**config.mk**
```make
export PLATFORM = sky130hd
export DESIGN_NAME = byte_unstriping_flat
export DESIGN_NICKNAME = d
export VERILOG_FILES = /design/src/rtl/byte_unstriping_if.sv /design/src/rtl/byte_unstriping.sv /design/src/flat_wrapper.sv
export SDC_FILE = /design/constraint.sdc
export NUM_CORES = 1
export LEC_CHECK = 0
export BUFFER_PORTS_ARGS = -buffer_cell sky130_fd_sc_hd__buf_2
export CORE_ASPECT_RATIO = 0.6
export CORE_MARGIN = 4
export CORE_UTILIZATION = 54
export CTS_CLUSTER_DIAMETER = 100
export DETAILED_ROUTE_END_ITERATION = 10
export PLACE_DENSITY = 0.81
export REMOVE_ABC_BUFFERS = 1
export SYNTH_ARGS = -nofsm -noshare
export SYNTH_HDL_FRONTEND = slang
export SYNTH_SLANG_ARGS = --single-unit
export TNS_END_PERCENT = 20
```
**constraint.sdc**
```tcl
create_clock -name clk_2f -period 2.7 [get_ports clk_2f]
set_clock_uncertainty 0.2 [all_clocks]
set_input_delay 0 -clock clk_2f [delete_from_list [all_inputs] [get_ports clk_2f]]
set_output_delay 0 -clock clk_2f [all_outputs]
set_load 0.01 [all_outputs]
```
**src/rtl/byte_unstriping_if.sv**
```systemverilog
// Lane-merge bus for byte_unstriping.
//   valid_0/lane_0, valid_1/lane_1 : striped input lanes (driven by master)
//   valid_out/data_out             : merged word stream (driven by slave)
//   sel                            : lane the merger expects next
//   error                          : sticky lane FIFO overflow flag
interface byte_unstriping_if #(
  parameter int unsigned WIDTH = 32
) ();
  logic             valid_0;
  logic [WIDTH-1:0] lane_0;
  logic             valid_1;
  logic [WIDTH-1:0] lane_1;
  logic             valid_out;
  logic [WIDTH-1:0] data_out;
  logic             sel;
  logic             error;

  modport master (
    output valid_0, lane_0, valid_1, lane_1,
    input  valid_out, data_out, sel, error
  );

  modport slave (
    input  valid_0, lane_0, valid_1, lane_1,
    output valid_out, data_out, sel, error
  );
endinterface

```
**src/rtl/byte_unstriping.sv**
```systemverilog
// Merges two striped lanes back into one word stream, taking words strictly in
// alternation (lane 0 first after reset). Each lane has a small FIFO to absorb
// inter-lane skew; a word arriving on the selected lane with an empty FIFO is
// bypassed straight to the output register.
//   clk_2f : sole clock, rising edge
//   reset  : asynchronous, active-low
//   bus    : slave side of byte_unstriping_if (lanes in, merged word/sel/error out)
module byte_unstriping #(
  parameter int unsigned WIDTH = 32,
  parameter int unsigned DEPTH = 4
) (
  input logic              clk_2f,
  input logic              reset,
  byte_unstriping_if.slave bus
);

  localparam int unsigned PtrW = $clog2(DEPTH);
  localparam int unsigned CntW = PtrW + 1;
  localparam logic [CntW-1:0] CntFull = CntW'(DEPTH);

  typedef enum logic [0:0] {StWait0 = 1'b0, StWait1 = 1'b1} state_e;

  state_e state_q, state_d;

  logic             in_valid [2];
  logic [WIDTH-1:0] in_data  [2];

  logic [WIDTH-1:0] mem_q [2][DEPTH];
  logic [PtrW-1:0]  wptr_q [2];
  logic [PtrW-1:0]  wptr_d [2];
  logic [PtrW-1:0]  rptr_q [2];
  logic [PtrW-1:0]  rptr_d [2];
  logic [CntW-1:0]  cnt_q  [2];
  logic [CntW-1:0]  cnt_d  [2];

  logic             push     [2];
  logic             pop      [2];
  logic             overflow [2];
  logic             cur;
  logic             bypass;
  logic             emit;
  logic [WIDTH-1:0] emit_data;

  logic             valid_out_q, valid_out_d;
  logic [WIDTH-1:0] data_out_q, data_out_d;
  logic             error_q, error_d;

  always_comb begin
    in_valid[0] = bus.valid_0;
    in_valid[1] = bus.valid_1;
    in_data[0]  = bus.lane_0;
    in_data[1]  = bus.lane_1;
  end

  // Next-state: FIFO bookkeeping, emit decision and selector.
  always_comb begin
    cur       = (state_q == StWait1);
    bypass    = 1'b0;
    emit      = 1'b0;
    emit_data = '0;
    state_d   = state_q;
    error_d   = error_q;
    for (int l = 0; l < 2; l++) begin
      push[l]     = 1'b0;
      pop[l]      = 1'b0;
      overflow[l] = 1'b0;
      wptr_d[l]   = wptr_q[l];
      rptr_d[l]   = rptr_q[l];
      cnt_d[l]    = cnt_q[l];
    end

    // Only the selected lane may pop; an empty selected lane with a live word bypasses.
    for (int l = 0; l < 2; l++) begin
      pop[l] = (cur == l[0]) && (cnt_q[l] != '0);
    end
    bypass = (cnt_q[cur] == '0) && in_valid[cur];

    for (int l = 0; l < 2; l++) begin
      // A same-cycle pop frees a slot, so a full lane only overflows without one.
      overflow[l] = in_valid[l] && (cnt_q[l] == CntFull) && !pop[l];
      push[l]     = in_valid[l] && !overflow[l] && !(bypass && (cur == l[0]));
      if (push[l]) wptr_d[l] = wptr_q[l] + PtrW'(1);
      if (pop[l])  rptr_d[l] = rptr_q[l] + PtrW'(1);
      unique case ({push[l], pop[l]})
        2'b10:   cnt_d[l] = cnt_q[l] + CntW'(1);
        2'b01:   cnt_d[l] = cnt_q[l] - CntW'(1);
        default: cnt_d[l] = cnt_q[l];
      endcase
      if (overflow[l]) error_d = 1'b1;
    end

    emit = pop[cur] || bypass;
    if (pop[cur]) begin
      emit_data = mem_q[cur][rptr_q[cur]];
    end else if (bypass) begin
      emit_data = in_data[cur];
    end

    if (emit) begin
      state_d = (state_q == StWait0) ? StWait1 : StWait0;
    end

    valid_out_d = emit;
    data_out_d  = emit ? emit_data : '0;
  end

  always_ff @(posedge clk_2f or negedge reset) begin
    if (!reset) begin
      state_q     <= StWait0;
      valid_out_q <= 1'b0;
      data_out_q  <= '0;
      error_q     <= 1'b0;
      for (int l = 0; l < 2; l++) begin
        wptr_q[l] <= '0;
        rptr_q[l] <= '0;
        cnt_q[l]  <= '0;
      end
    end else begin
      state_q     <= state_d;
      valid_out_q <= valid_out_d;
      data_out_q  <= data_out_d;
      error_q     <= error_d;
      for (int l = 0; l < 2; l++) begin
        wptr_q[l] <= wptr_d[l];
        rptr_q[l] <= rptr_d[l];
        cnt_q[l]  <= cnt_d[l];
      end
    end
  end

  // Storage needs no reset: counts gate every read.
  always_ff @(posedge clk_2f) begin
    for (int l = 0; l < 2; l++) begin
      if (push[l]) mem_q[l][wptr_q[l]] <= in_data[l];
    end
  end

  assign bus.valid_out = valid_out_q;
  assign bus.data_out  = data_out_q;
  assign bus.sel       = (state_q == StWait1);
  assign bus.error     = error_q;

endmodule

```
**src/flat_wrapper.sv**
```systemverilog
// flat-port wrapper written by rule: the top's interface ports become plain ports
module byte_unstriping_flat 
#(
  parameter int unsigned WIDTH = 32,
  parameter int unsigned DEPTH = 4
)
  (clk_2f, reset, bus_valid_0, bus_lane_0, bus_valid_1, bus_lane_1, bus_valid_out, bus_data_out, bus_sel, bus_error);
  byte_unstriping_if #(.WIDTH(WIDTH)) bus_i ();
  input logic clk_2f;
  input logic reset;
  input wire logic [$bits(bus_i.valid_0)-1:0] bus_valid_0;
  input wire logic [$bits(bus_i.lane_0)-1:0] bus_lane_0;
  input wire logic [$bits(bus_i.valid_1)-1:0] bus_valid_1;
  input wire logic [$bits(bus_i.lane_1)-1:0] bus_lane_1;
  output wire logic [$bits(bus_i.valid_out)-1:0] bus_valid_out;
  output wire logic [$bits(bus_i.data_out)-1:0] bus_data_out;
  output wire logic [$bits(bus_i.sel)-1:0] bus_sel;
  output wire logic [$bits(bus_i.error)-1:0] bus_error;
  assign bus_i.valid_0 = bus_valid_0;
  assign bus_i.lane_0 = bus_lane_0;
  assign bus_i.valid_1 = bus_valid_1;
  assign bus_i.lane_1 = bus_lane_1;
  assign bus_valid_out = bus_i.valid_out;
  assign bus_data_out = bus_i.data_out;
  assign bus_sel = bus_i.sel;
  assign bus_error = bus_i.error;
  byte_unstriping #(.WIDTH(WIDTH), .DEPTH(DEPTH)) u_core (.clk_2f(clk_2f), .reset(reset), .bus(bus_i));
endmodule
```
==> results.cfg, run 1 <==
[logic_synthesis]
yosys.cell_types.count = 31
synth_largest_area_cell = edfxtp_1
ys_seq_elements = 305
netlist_area_um2 = 12400
yosysWarnings = 0
yosysSeqAreaShare_pct = 71.8
synthCells = 815
synth.area.top_cells = edfxtp_1 (62%), mux2i_1 (10%), dfrtp_1 (9.9%)
synth_top_area_share_pct = 61.9
avgSynthCellArea_um2 = 15.2

[final_layout]
drive_gt1_share_pct = 20.8
antenna_cells = 0
final_cells = 1313
final_core_util_pct = 66.9
nFillCells = 1506
mostFrequentLayoutCell = edfxtp_1
finish.instance_area_um2 = 14900
syn_to_final_growth_pct = 20.3
nets = 1065
layout_common_cells = edfxtp_1 (256), nand2_1 (166), mux2i_1 (129)

[pwr]
switching_power_mw = 5.72
pwr-share-seq_pct = 42.2
peakVddDrop_uv = 893
p_per_area_nw_per_um2 = 1130
totalPowerFinal_mw = 16.8
power_leakage_nw = 5.86
internal_power_mw = 11.1
share_comb_of_total_power_pct = 33.6
p_clk_share_pct = 24.2
swShare_pct = 34.0

[hold_path]
hold_start = bus_lane_0[14]
hold_depth = 2
min_path_type = in2reg

[grt]
overflow = 0
top_usage_layer = met2
grt_pass1_wl_mm = 42.3
met3_usage_pct = 4.87
antenna_found_initial = 0
grt_usage_pct = 21.2
grt_pass1_vias = 7417
grt_max_degree = 66
grtUsageMet1_pct = 31.4
grtUsageMet2_pct = 32.9

[placed_design]
dp_cells = 1194
numPortBuffers = 102
place_congestion = 0.808
dp_hpwl_mm = 15.1
dpl_cell_area_um2 = 13300

[outcome]
status = finished, final reports clean

[clocking]
cts_buffers = 27
cts_max_level = 1
insertion_delay_ns = 0.53
clkTransAtPathRegs_ns = 0.07
tritoncts = done
cts_buffer_depth = 3
root_buffer = clkbuf_16
clock_sinks = 305

[worst_setup_path]
worstReg2RegStart = u_core.bus.sel
reg2reg_slack_ns = 0.11
end_kind = flip-flop
r2r_cells = 6
crit_start = u_core.bus.sel
critical_path_class = reg2reg
start_kind = flip-flop
worstPathMaxFanout = 32
critical_path_arrival_ns = 2.84
cp.required_ns = 2.96

[sta]
rsz0062_at_grt = false
slew_headroom_pct = 27.3
setup_viol = 0
setup_tns_ns = 0
period_share_pct = 95.8
finalHoldViolCount = 0
slew_violations = 0
worst_slew_pin_slew_ns = 1.09
min_period_ns = 2.59
fmax_mhz = 387

[floorplanning]
die_area_um2 = 25600
pin_count = 103
num_rows = 42
die_h_um = 125
die_x_um = 204
core_area_um2 = 22300
start_util_pct = 55.6

[route]
dr.pass1.iters = 5
vias_per_cell = 5.57
vias = 7317
wl_per_cell_um = 20.7
ant_nets = 0
drt_iter0_markers = 465
drc_errors = 0
wl_mm = 27.2

[job]
drv_cap = 0
## layer usage
layer,up-vias,wire [µm]
met4,0,405
met3,40,2230
met1,3599,12200
met5,-,0
met2,315,12300
li1,3363,-
## Yosys cell counts (all sizes together)
master    n
a21oi     1
a32o      2
a32oi    32
and2      8
buf      30
clkbuf   17
dfrtp    49
edfxtp  256
fa        2
ha       10
inv      14
mux2     32
mux2i   129
nand2   166
nand3    33
nor2      3
nor3      4
nor4      3
o21ai     3
o21ba     1
o31a      2
o31ai     1
o32ai     1
or3       2
xnor2     8
xor2      6
## what timing repair did
| item | 4_1_cts | 5_1_grt |
|---|---|---|
| setup buffers | 0 | 0 |
| setup endpoints to repair | 0 | 1 |
| hold buffers | 70 | 0 |
| hold endpoints to repair | 335 | 0 |
| gates resized for setup | 0 | 1 |
## kinds of logic (layout without fill, tap and decap cells)
kind of cell               count (synthesis)  in the layout  synth area share [%]
adders and majority gates                 12             12                  1.33
muxes                                    161            161                  13.3
buffers and inverters                     61            251                  2.33
AOI/OAI and AO/OA                         43             43                  3.05
and+or+nand+nor                          219            219                  7.25
DFF                                      305            305                  71.8
xor gates and xnor gates                  14             14                 0.987
## metrics by stage
| stage | hold WS [ns] | setup WS (ns) |
|---|---|---|
| floorplan | -0.496 | -2.22 |
| global placement | -0.0339 | 0.250 |
| detailed placement | -0.0247 | 0.193 |
| CTS | 0.0209 | 0.131 |
| global route | 0.0317 | 0.00925 |
| finish | 0.0347 | 0.114 |
## flip-flops by register name (all words and copies together), names as in the netlist
signal,flops
u_core.rptr_q,4
u_core.bus.sel,1
u_core.wptr_q,4
u_core.bus.data_out,32
u_core.cnt_q,6
u_core.bus.valid_out,1
u_core.mem_q,256
u_core.bus.error,1
## worst max-delay path, cell delays in order (launching register included)
cell and delay (ns):
dfrtp_4 0.49, buf_4 0.32, o31ai_4 0.16, inv_2 0.09
a32o_2 0.86, a32oi_1 0.25, nand2_1 0.13
## layout make-up
| class | count | area, µm² | share of cell area [%] |
|---|---|---|---|
| clock buffer | 32 | 704 | 4.72 |
| timing repair buffer | 188 | 1380 | 9.26 |
| inverter | 14 | 52.6 | 0.352 |
| sequential | 305 | 8920 | 59.7 |
| tap | 308 | 385 | 2.58 |
| multi-input combinational | 449 | 3250 | 21.7 |
| clock inverter | 17 | 240 | 1.61 |
## power groups by stage
stage / combinational (mW) / clock, mW / sequential [mW]
2_1_floorplan: 3.40 / 0 / 7.50
3_3_place_gp: 5.36 / 0 / 7.15
3_5_place_dp: 5.51 / 0 / 7.18
4_1_cts: 5.68 / 4.14 / 7.10
5_1_grt: 6.21 / 4.34 / 7.20
6_report: 5.65 / 4.08 / 7.10
## final timing paths
check,to
max,u_core.bus.data_out[24]
min,u_core.mem_q[0][14]
max reg2reg,u_core.bus.data_out[24]
min reg2reg,u_core.bus.error
max in group asynchronous,u_core.bus.sel
min in group asynchronous,u_core.bus.data_out[21]
(Power assumes the default switching activity.)
==> run 2, diff against run 1 <==
--- a/config.mk
+++ b/config.mk
@@ -12,7 +12,6 @@
 export CTS_CLUSTER_DIAMETER = 100
 export DETAILED_ROUTE_END_ITERATION = 10
 export PLACE_DENSITY = 0.81
-export REMOVE_ABC_BUFFERS = 1
 export SYNTH_ARGS = -nofsm -noshare
 export SYNTH_HDL_FRONTEND = slang
 export SYNTH_SLANG_ARGS = --single-unit
==> run 2 against run 1 <==
Against the previous run: highest routed layer unchanged; power shrank 1.9%; die area is the same; largest power group unchanged; hold slack lost 0.0068 ns; combinational power grew 0.9%; critical endpoint is now u_core.bus.data_out[23].
==> results.cfg, run 2 (same netlist as run 1, synthesis figures left out) <==
[final_layout]
nFillCells = 1543
drive_gt1_share_pct = 20.5
mostFrequentLayoutCell = edfxtp_1
syn_to_final_growth_pct = 19.5
register_area_um2 = 8920
nets = 1064
layout_common_cells = edfxtp_1 (256), nand2_1 (166), mux2i_1 (129)
multi_input_area_um2 = 3260
antenna_cells = 0
finish.instance_area_um2 = 14800
largest_reg_flops = 256

[hold_path]
hold_depth = 2
min_path_type = in2reg
hold_end = u_core.mem_q[1][126]
hold_start = bus_lane_1[30]

[sta]
slew_violations = 0
min_period_ns = 2.56
slew_headroom_pct = 28.2
finalHoldViolCount = 0
period_share_pct = 94.9
fmax_mhz = 390
setup_viol = 0
hold_ws_ns = 0.0278
rsz0062_at_grt = false
setup_tns_ns = 0
worst_slew_pin_slew_ns = 1.08

[pwr]
power_leakage_nw = 5.81
p_per_area_nw_per_um2 = 1110
peakVddDrop_uv = 717

[placed_design]
dp_hpwl_mm = 15.6
dpl_cell_area_um2 = 13300
numPortBuffers = 102
place_congestion = 0.741

[worst_setup_path]
worstPathMaxFanout = 40
start_kind = flip-flop
critical_path_class = reg2reg
critical_path_arrival_ns = 2.78
r2r_cells = 7
reg2reg_slack_ns = 0.14
cp.required_ns = 2.92
r2r-end = u_core.bus.data_out[23]
worstReg2RegStart = u_core.bus.sel
end_kind = flip-flop

[clocking]
cts_buffers = 27
tritoncts = done
cts_max_level = 1
insertion_delay_ns = 0.54
postCtsSetupBuffers = 0
root_buffer = clkbuf_16
clock_sinks = 305
cts_buffer_depth = 3
clkTransAtPathRegs_ns = 0.07

[grt]
grt_usage_pct = 21.6
grt_max_degree = 66
antenna_found_initial = 0
grt_pass1_vias = 7694
overflow = 0
grt_pass1_wl_mm = 43.3

[floorplanning]
start_util_pct = 55.6
die_h_um = 125
die_area_um2 = 25600
pin_count = 103
core_area_um2 = 22300
die_x_um = 204
num_rows = 42

[route]
vias = 7313
drt_iter0_markers = 566
wl_per_cell_um = 21.1
wl_mm = 27.6
vias_per_cell = 5.57
dr.pass1.iters = 5
ant_nets = 0
drc_errors = 0

[job]
drv_cap = 0

[logic_synthesis]
syn-num-nets = 895

[outcome]
status = finished, final reports clean
run 2: cell count changes in the layout (fill, tap and decap cells not counted), sizes merged:
cell    delta
clkbuf    +11
clkinv     -6
bufinv     -5
buf        -1
inv        +1
run 2: report_power, final:
part / switching [mW] / leakage [nW] / internal [mW] / total (mW)
logic: 3.47 / 2.47 / 2.23 / 5.70
clock network: 1.63 / 0.414 / 2.09 / 3.73
registers: 0.648 / 2.92 / 6.45 / 7.10
run 2: critical path: stages (launching register included):
cell and delay [ns]:
dfrtp_4 0.47, buf_6 0.36, nor4_2 0.10, a32o_1 0.23, dlygate4sd3_1 0.56, buf_4 0.21, a32oi_1 0.22, nand2_1 0.09
run 2: timing repair:
action | in CTS | in global routing
endpoints found under the hold margin | 347 | 0
resized for setup | 0 | 4
endpoints found under the setup margin | 0 | 33
hold buffers | 69 | 0
run 2: worst max-delay path by stage:
| stage | from | to | slack (ns) | depth (start not counted) |
|---|---|---|---|---|
| 2_1_floorplan | u_core.bus.sel | u_core.mem_q[0][0] | 0.08 | 5 |
| 3_3_place_gp | u_core.bus.sel | u_core.bus.data_out[1] | 0.20 | 6 |
| 3_5_place_dp | u_core.bus.sel | u_core.bus.data_out[19] | 0.13 | 6 |
| 4_1_cts | u_core.bus.sel | u_core.bus.data_out[23] | 0.03 | 7 |
| 5_1_grt | u_core.bus.sel | u_core.bus.data_out[23] | 0.04 | 7 |
| 6_report | u_core.bus.sel | u_core.bus.data_out[23] | 0.14 | 7 |
run 2: layout make-up:
| cell class | count | area share [%] |
|---|---|---|
| clock buffer | 43 | 5.29 |
| clock inverter | 7 | 0.463 |
| inverter | 14 | 0.354 |
| multi-input combinational | 449 | 22.0 |
| sequential | 305 | 60.1 |
| tap | 308 | 2.60 |
| timing repair buffer | 187 | 9.20 |
run 2: metrics by stage:
stage	utilization [%]	setup WS [ns]	std cells	power, mW
floorplan	-	0.0761	815	10.9
global placement	59.5	0.197	1194	12.5
detailed placement	59.5	0.134	1194	12.7
CTS	66.4	0.0319	1313	16.5
global route	66.5	0.0436	1313	17.4
finish	66.5	0.139	1313	16.5
run 2: metal layers:
metal / part of all wire, % / global-route usage, % / wire length [µm]
met5: 0 / 0 / 0
met1: 45 / 31.6 / 12400
met4: 1.5 / 4.16 / 410
met2: 47 / 34.8 / 12900
met3: 6.9 / 4.01 / 1920
==> run 3, diff against run 2 <==
--- a/config.mk
+++ b/config.mk
@@ -6,12 +6,15 @@
 export NUM_CORES = 1
 export LEC_CHECK = 0
 export BUFFER_PORTS_ARGS = -buffer_cell sky130_fd_sc_hd__buf_2
+export CELL_PAD_IN_SITES_DETAIL_PLACEMENT = 1
+export CELL_PAD_IN_SITES_GLOBAL_PLACEMENT = 1
 export CORE_ASPECT_RATIO = 0.6
 export CORE_MARGIN = 4
-export CORE_UTILIZATION = 54
+export CORE_UTILIZATION = 45
 export CTS_CLUSTER_DIAMETER = 100
 export DETAILED_ROUTE_END_ITERATION = 10
-export PLACE_DENSITY = 0.81
+export PLACE_DENSITY = 0.8
+export REMOVE_ABC_BUFFERS = 1
 export SYNTH_ARGS = -nofsm -noshare
 export SYNTH_HDL_FRONTEND = slang
 export SYNTH_SLANG_ARGS = --single-unit
==> run 3 against run 2 <==
Against the previous run: clock power rose by 9.9%; critical path depth fell by 1; sequential cell count did not move; setup slack got worse by 0.024 ns; utilization fell by 10 points; die area rose by 19%; fmax fell by 0.93%; final cell count rose by 4.3%; non-clock buffer count rose by 4.
==> results.cfg, run 3 (same netlist as run 1, synthesis figures left out) <==
[outcome]
status = finished, final reports clean

[route]
met3_length_mm = 1.66
dr_wl_met2_mm = 15.4
drt_iter0_markers = 572
wl_met1_mm = 15.1
vias_per_cell = 5.52
topRoutingLayerUsed = met5
wl_per_cell_um = 24.0
wl_mm = 32.9
vias = 7556
ant_nets = 0
drc_errors = 0
dr.pass1.iters = 5

[pwr]
share_comb_of_total_power_pct = 34.8
p_clk_share_pct = 23.8
switching_power_mw = 6.17
pwr-share-seq_pct = 41.4
internal_power_mw = 11.0
peakVddDrop_uv = 599
power_leakage_nw = 5.86
swShare_pct = 35.8
totalPowerFinal_mw = 17.2
p_per_area_nw_per_um2 = 1150

[sta]
fmax_mhz = 387
setup_viol = 0
worst_slew_pin_slew_ns = 1.21
slew_violations = 0
setup_tns_ns = 0
finalHoldViolCount = 0
period_share_pct = 95.7
min_period_ns = 2.59
slew_headroom_pct = 19.2

[grt]
grt_usage_pct = 21.5
grt_pass1_vias = 8171
antenna_found_initial = 1
grt_max_degree = 66
grt_pass1_wl_mm = 49.7
overflow = 0

[final_layout]
nets = 1070
syn_to_final_growth_pct = 21.0
nFillCells = 2556
largest_reg_flops = 256
layout_common_cells = edfxtp_1 (256), nand2_1 (166), mux2i_1 (129)
register_area_um2 = 8920
antenna_cells = 0
mostFrequentLayoutCell = edfxtp_1
multi_input_area_um2 = 3260
drive_gt1_share_pct = 21.0

[clocking]
cts_buffers = 29
cts_buffer_depth = 3
root_buffer = clkbuf_16
tritoncts = done
clkTransAtPathRegs_ns = 0.07
clock_sinks = 305
postCtsSetupBuffers = 0
cts_max_level = 1
insertion_delay_ns = 0.55

[hold_path]
hold_start = bus_lane_1[15]
hold_end = u_core.mem_q[1][15]
min_path_type = in2reg
hold_depth = 2

[floorplanning]
start_util_pct = 46.4
pin_count = 103
die_x_um = 222
num_rows = 46
die_h_um = 137
die_area_um2 = 30400
core_area_um2 = 26800

[placed_design]
place_congestion = 0.821
numPortBuffers = 102
dp_hpwl_mm = 19.0

[worst_setup_path]
critical_path_arrival_ns = 2.87
r2r-end = u_core.bus.data_out[11]
worstPathMaxFanout = 19
reg2reg_slack_ns = 0.11
start_kind = flip-flop
r2r_cells = 6
cp.required_ns = 2.98
critical_path_class = reg2reg
worstReg2RegStart = u_core.bus.sel
end_kind = flip-flop

[job]
drv_cap = 0
run 3: cell types whose count changed in the layout (fill, tap and decap cells not counted), moves of 2 or more:
cell and delta:
clkbuf_16 +2, bufinv_16 +2, buf_4 +2, clkinv_2 +3
clkbuf_1 -4, dlygate4sd3_1 +4, buf_6 -2, clkbuf_8 -2
run 3: worst max-delay path by stage:
stage,startpoint,endpoint,cells after the start,slack (ns)
2_1_floorplan,u_core.bus.sel,u_core.bus.data_out[0],4,-2.22
3_3_place_gp,u_core.bus.sel,u_core.mem_q[1][69],3,0.18
3_5_place_dp,u_core.bus.sel,u_core.bus.data_out[0],6,0.09
4_1_cts,u_core.bus.sel,u_core.bus.data_out[1],6,0.03
5_1_grt,u_core.bus.sel,u_core.cnt_q[5],9,-0.0003
6_report,u_core.bus.sel,u_core.bus.data_out[11],6,0.11
run 3: area by class of cell:
| cell class | instances | area share [%] |
|---|---|---|
| flip-flops and latches | 305 | 59.4 |
| multi-input cells | 449 | 21.7 |
| repair buffers | 191 | 9.31 |
| clock buffers | 39 | 5.28 |
| well taps | 360 | 3.00 |
| clock inverters | 12 | 0.949 |
| inverters | 14 | 0.350 |
run 3: worst max-delay path, stage by stage (launching register included):
cell and delay [ns]:
dfrtp_4 0.50, buf_4 0.29, o31ai_4 0.16, o32ai_4 0.65, buf_4 0.45, nand3_1 0.17
nand2_1 0.09
run 3: what timing repair did:
action,CTS,global route
hold endpoints to repair,348,0
gates resized for setup,0,3
hold buffers,73,0
setup endpoints to repair,0,65
run 3: metal layers:
| layer | global-route usage [%] | vias up |
|---|---|---|
| met5 | 0 | - |
| met4 | 5.51 | 2 |
| met3 | 3.86 | 60 |
| met2 | 35.2 | 225 |
| met1 | 30.4 | 3905 |
| li1 | - | 3364 |
run 3: metrics by stage:
stage | utilization [%] | setup slack (ns) | hold WS [ns] | area, µm² | std cells
after floorplan | - | -2.22 | -0.496 | 12200 | 768
after global placement | 49.9 | 0.184 | -0.256 | 13300 | 1246
after detailed placement | 49.9 | 0.0904 | -0.254 | 13300 | 1246
after CTS | 56.1 | 0.0251 | 0.00322 | 15000 | 1370
after global routing | 56.1 | -0.000261 | 0.0229 | 15000 | 1370
final | 56.1 | 0.115 | 0.0187 | 15000 | 1370
run 3: power groups by stage:
stage,sequential (mW),clock [mW],combinational [mW]
finish,7.12,4.10,5.99
global route,7.21,4.39,6.51
CTS,7.11,4.16,5.99
detailed placement,7.20,0,5.85
global placement,7.13,0,5.59
floorplan,7.50,0,3.40
